--- src/rtl/seq_det_arbiter.sv ---
// Round-robin arbiter that lends one external 3-bit sequence detector to
// NUM_REQ symbol streams, a whole frame at a time, and reports one result per frame.
module seq_det_arbiter #(
  parameter int NUM_REQ = 4,
  parameter int MAX_LEN = 64,
  parameter int DET_LAT = 0,
  parameter int CNT_W   = 4,
  localparam int ID_W   = (NUM_REQ > 1) ? $clog2(NUM_REQ) : 1,
  localparam int LEN_W  = $clog2(MAX_LEN + 1)
) (
  input  logic                 clk,
  input  logic                 reset,
  input  logic [NUM_REQ-1:0]   req_valid,
  input  logic [3*NUM_REQ-1:0] req_data,
  input  logic [NUM_REQ-1:0]   req_last,
  output logic [NUM_REQ-1:0]   req_ready,
  output logic                 det_reset_n,
  output logic [2:0]           det_data,
  input  logic                 det_found,
  output logic                 res_valid,
  output logic [ID_W-1:0]      res_id,
  output logic                 res_hit,
  output logic [CNT_W-1:0]     res_count,
  output logic                 res_abort
);

  typedef enum logic [2:0] {IDLE, ARB, STREAM, DRAIN, REPORT} state_t;

  localparam state_t            POST_STREAM = (DET_LAT == 0) ? REPORT : DRAIN;
  localparam logic [1:0]        DRAIN_LAST  = (DET_LAT > 0) ? 2'(DET_LAT - 1) : 2'd0;
  localparam logic [LEN_W-1:0]  LEN_LAST    = LEN_W'(MAX_LEN - 1);

  state_t            state, state_nxt;
  logic [ID_W-1:0]   gnt, rr_ptr, pick, srch;
  logic              pick_vld;
  logic [LEN_W-1:0]  sym_cnt;
  logic [CNT_W-1:0]  match_cnt, match_cnt_nxt;
  logic              abort, abort_nxt;
  logic [1:0]        drain_cnt;
  logic              gnt_vld, gnt_last;
  logic [2:0]        gnt_data;
  logic              accept, frame_end, win;

  function automatic logic [CNT_W-1:0] sat_inc(input logic [CNT_W-1:0] v);
    return (&v) ? v : v + 1'b1;
  endfunction

  function automatic logic [ID_W-1:0] wrap_inc(input logic [ID_W-1:0] v);
    return (int'(v) == NUM_REQ - 1) ? '0 : v + 1'b1;
  endfunction

  assign gnt_vld   = req_valid[gnt];
  assign gnt_last  = req_last[gnt];
  assign gnt_data  = req_data[3*int'(gnt) +: 3];
  assign accept    = (state == STREAM) && gnt_vld;
  // A frame leaves STREAM on a gap, on its last symbol, or when it hits MAX_LEN.
  assign frame_end = !gnt_vld || gnt_last || (sym_cnt == LEN_LAST);

  // Circular search for the first requester at or after rr_ptr.
  always_comb begin
    pick     = rr_ptr;
    pick_vld = 1'b0;
    srch     = rr_ptr;
    for (int i = 0; i < NUM_REQ; i++) begin
      if (!pick_vld && req_valid[srch]) begin
        pick     = srch;
        pick_vld = 1'b1;
      end
      srch = wrap_inc(srch);
    end
  end

  // Stage p0..pN: "symbol accepted" travels beside the detector latency.
  generate
    if (DET_LAT == 0) begin : g_win_comb
      assign win = accept;
    end else begin : g_win_pipe
      logic [DET_LAT-1:0] vld_p;
      always_ff @(posedge clk) begin
        if (reset) vld_p <= '0;
        else       vld_p <= (vld_p << 1) | DET_LAT'(accept);
      end
      assign win = vld_p[DET_LAT-1];
    end
  endgenerate

  always_ff @(posedge clk) begin
    if (reset) state <= IDLE;
    else       state <= state_nxt;
  end

  always_comb begin
    state_nxt = state;
    unique case (state)
      IDLE:    if (pick_vld) state_nxt = ARB;
      ARB:     state_nxt = STREAM;
      STREAM:  if (frame_end) state_nxt = POST_STREAM;
      DRAIN:   if (drain_cnt == DRAIN_LAST) state_nxt = REPORT;
      REPORT:  state_nxt = IDLE;
      default: state_nxt = IDLE;
    endcase
  end

  always_comb begin
    req_ready   = '0;
    det_data    = 3'd0;
    det_reset_n = 1'b1;
    unique case (state)
      IDLE, ARB: det_reset_n = 1'b0;
      STREAM: begin
        req_ready[gnt] = 1'b1;
        if (gnt_vld) det_data = gnt_data;
      end
      default: ;
    endcase
  end

  always_comb begin
    match_cnt_nxt = match_cnt;
    abort_nxt     = abort;
    if (state == ARB) begin
      match_cnt_nxt = '0;
      abort_nxt     = 1'b0;
    end else begin
      if (win && det_found) match_cnt_nxt = sat_inc(match_cnt);
      if (state == STREAM && (!gnt_vld || (!gnt_last && sym_cnt == LEN_LAST)))
        abort_nxt = 1'b1;
    end
  end

  always_ff @(posedge clk) begin
    if (reset) begin
      gnt       <= '0;
      rr_ptr    <= '0;
      sym_cnt   <= '0;
      match_cnt <= '0;
      abort     <= 1'b0;
      drain_cnt <= 2'd0;
      res_valid <= 1'b0;
      res_id    <= '0;
      res_hit   <= 1'b0;
      res_count <= '0;
      res_abort <= 1'b0;
    end else begin
      match_cnt <= match_cnt_nxt;
      abort     <= abort_nxt;
      unique case (state)
        IDLE:   if (pick_vld) gnt <= pick;
        ARB:    sym_cnt <= '0;
        STREAM: begin
          if (accept) sym_cnt <= sym_cnt + 1'b1;
          drain_cnt <= 2'd0;
        end
        DRAIN:  drain_cnt <= drain_cnt + 2'd1;
        REPORT: rr_ptr <= wrap_inc(gnt);
        default: ;
      endcase
      // Result fields capture the final count, including a match landing this cycle.
      res_valid <= (state_nxt == REPORT);
      if (state_nxt == REPORT) begin
        res_id    <= gnt;
        res_hit   <= |match_cnt_nxt;
        res_count <= match_cnt_nxt;
        res_abort <= abort_nxt;
      end
    end
  end

endmodule
--- config.mk ---
export PLATFORM = sky130hd
export DESIGN_NAME = seq_det_arbiter
export DESIGN_NICKNAME = d
export VERILOG_FILES = /design/src/rtl/seq_det_arbiter.sv
export SDC_FILE = /design/constraint.sdc
export NUM_CORES = 1
export LEC_CHECK = 0
export CORE_MARGIN = 3
export CORE_UTILIZATION = 40
export DETAILED_ROUTE_END_ITERATION = 6
export PLACE_DENSITY = 0.74
export SKIP_LAST_GASP = 1
export SLEW_MARGIN = 20
export SYNTH_ARGS = -nofsm -noshare
export SYNTH_HDL_FRONTEND = slang
export SYNTH_SLANG_ARGS = --single-unit
--- constraint.sdc ---
create_clock -name clk -period 2.8 [get_ports clk]
set_input_delay 0.28 -clock clk [delete_from_list [all_inputs] [get_ports clk]]
set_output_delay 0.28 -clock clk [all_outputs]
set_load 0.05 [all_outputs]
==> flow_summary.ini <==
[run_status]
status = complete, no violations

[min_path]
hold_class = reg2reg
worst_hold_startpoint = res_count[2]
hold_path_depth = 2
whs_endpoint = res_count[2]

[cts]
insertion_delay_ns = 0.28
tritoncts = done
cts_made_buffers = 5
clkTransAtPathRegs_ns = 0.06
cts.htree.levels = 2
clock-root-buffer = clkbuf_8
clock_path_buffers = 2
post_cts_buffers = 0
cts_resized = 0
clock-sinks = 30
holdBufCountCts = 0

[synthesis]
netlist_area_mm2 = 0.002071
yosys_register_bits = 30
ys_top_cells_by_area = dfxtp_1 29%, nor2_1 6.5%, ha_1 4.8%
synth_top_cells_by_count = 36 x nor2_1, 30 x dfxtp_1, 14 x a21oi_1, 14 x nand2_1, 10 x inv_1
synthCells = 241
post-synth-top-count-cell = nor2_1
seq_area_frac_synth = 0.2900
syn_avg_cell_area_um2 = 8.592
ys.flop_type = dfxtp_1
yosys_warnings = 0
synthDistinctLibCells = 54
synth-edff-count = 0
ys_async_sr_fraction = 0
yosys.area.top_type = dfxtp_1
synth_top_area_frac = 0.2900
synth_nets = 272

[timing]
worst-slew-pin-transition_ns = 0.6159
worst_slack_ns = 0.4297
final-hold-violation-count = 0
rsz0062_at_grt = false
skew_ns = 0.004915
post-route-period-util = 0.8465
setup_viol = 0
fmax_mhz = 421.9
finalMaxSlewViolations = 0
finalSetupTns_ns = 0
max_slew_margin = 0.5894
min_period_ns = 2.370

[flow_run]
max_cap_viol_count = 0

[setup_path]
path_max_fanout = 9
cp.required_ns = 2.52
end_kind = output port
critPathLaunchType = register
rr_endpoint = gnt[0]
ff2ff_setup_slack_ns = 0.50
r2r_cells = 7
worstPathArrival_ns = 2.09
r2r_start = rr_ptr[0]
critical_path_class = reg2out

[global_routing]
grt_overflow = 0
met1_usage = 0.2387
grt_max_degree = 26
grt_pass1_wl_um = 8286
grt_busiest_layer = met2
grt_antenna_before_repair = 0
grtUsageTotal = 0.1671
grt_pass1_vias = 1787
gr-usage-met2 = 0.2457
gr-usage-met3 = 0.05916

[route]
wl_per_cell_um = 14.00
via_per_inst = 5.395
wirelength_um = 4885
drt_iter0_markers = 91
firstDrtPassIters = 4
vias = 1883
drc_errors = 0
drtAntennaViolNets = 0

[layout]
finalNetCount = 312
drive_gt1_frac = 0.1454
stdcell_count = 349
syn_to_final_growth_pct = 25.98
n_antenna_cell = 0

[pwr]
peakVddDrop_mv = 0.3749
cellPowerDensity_mw_per_mm2 = 468.3
leakagePower_nw = 1.062

[placed_design]
gp_congestion = 0.9230
port-buffer-count = 39
dp_slack_ns = 0.2616
dp_cells = 341
place_hpwl_um = 3625

[die]
num_rows = 25
die_w_um = 77.95
die-area_mm2 = 0.006076
core_mm2 = 0.004848
start_util = 0.4271
die_h_um = 77.95
num_io_pins = 40
routing by layer:
metal	vias to the layer above	wire, um
met1	860	2432
met4	0	27
li1	957	-
met3	4	394
met5	-	0
met2	62	2030
final cells by class:
type	instances	area, um^2
Inverter	10	37.54
Sequential cell	30	600.6
Clock buffer	7	86.33
Multi-Input combinational cell	185	1338
Tap cell	67	83.83
Timing Repair Buffer	49	457.9
Clock inverter	1	5.005
Fill cell	453	2240
report_power, final:
group,leakage [nW],total (W),switching [W],internal [W]
registers,0.243,0.000475,0.0000281,0.000447
clock network,0.0482,0.000353,0.000155,0.000198
logic,0.771,0.000393,0.000219,0.000175
total,1.06,0.00122,0.000402,0.000819
metrics by stage:
step                      cell area, um^2  total power, W    util  hold WS (ns)
after global routing                 2609        0.001290  0.5381        0.4913
final                                2609        0.001222  0.5381        0.4565
after CTS                            2609        0.001226  0.5381        0.4577
after global placement               2517       0.0008735  0.5192        0.4419
after floorplan                      2071       0.0007682       -        0.3516
after detailed placement             2517       0.0008754  0.5192        0.4502
kinds of logic after synthesis:
| kind of cell | share of synthesized area |
|---|---|
| compound gates | 0.1601 |
| buf+inv | 0.06405 |
| mux | 0.1414 |
| xor+xnor | 0.02961 |
| fa+ha+maj | 0.04834 |
| flops | 0.2900 |
| simple gates | 0.2665 |
worst max-delay path by stage:
stage | startpoint | end | slack [ns]
after floorplan | rr_ptr[1] | gnt[1] | 0.68
after global placement | req_valid[2] | res_hit | 0.31
after detailed placement | req_valid[2] | res_hit | 0.26
after CTS | state[1] | req_ready[2] | 0.39
after global routing | state[1] | req_ready[2] | 0.29
final | state[1] | req_ready[2] | 0.43
cells in the final DEF, fill, tap and decap left out, types with 3 or more instances in the layout:
cell type	instances
inv_1	10
buf_4	13
a31oi_1	6
xor2_1	4
mux4_1	3
nand2_1	14
a21oi_1	14
clkbuf_8	6
and3_2	5
and2_1	4
nor2_1	36
mux2i_1	9
nand2b_1	6
nor2b_1	6
mux4_2	3
nand4_1	5
mux2_2	3
clkdlybuf4s50_1	36
nand3_1	5
nor3_1	6
xnor2_1	3
ha_1	8
nor3b_1	5
dfxtp_1	30
worst max-delay path, stage by stage, from the launching register on:
cell	delay [ns]
dfxtp_1	0.45
nor3b_2	0.36
and2_1	0.18
clkdlybuf4s50_1	0.81
state kept, by name (all words and copies together), names as in the netlist:
register,flops
res_abort,1
sym_cnt,7
rr_ptr,2
gnt,2
abort,1
res_count,4
res_id,2
res_valid,1
match_cnt,4
drain_cnt,2
res_hit,1
state,3
Power figures use the tool's default switching activity.
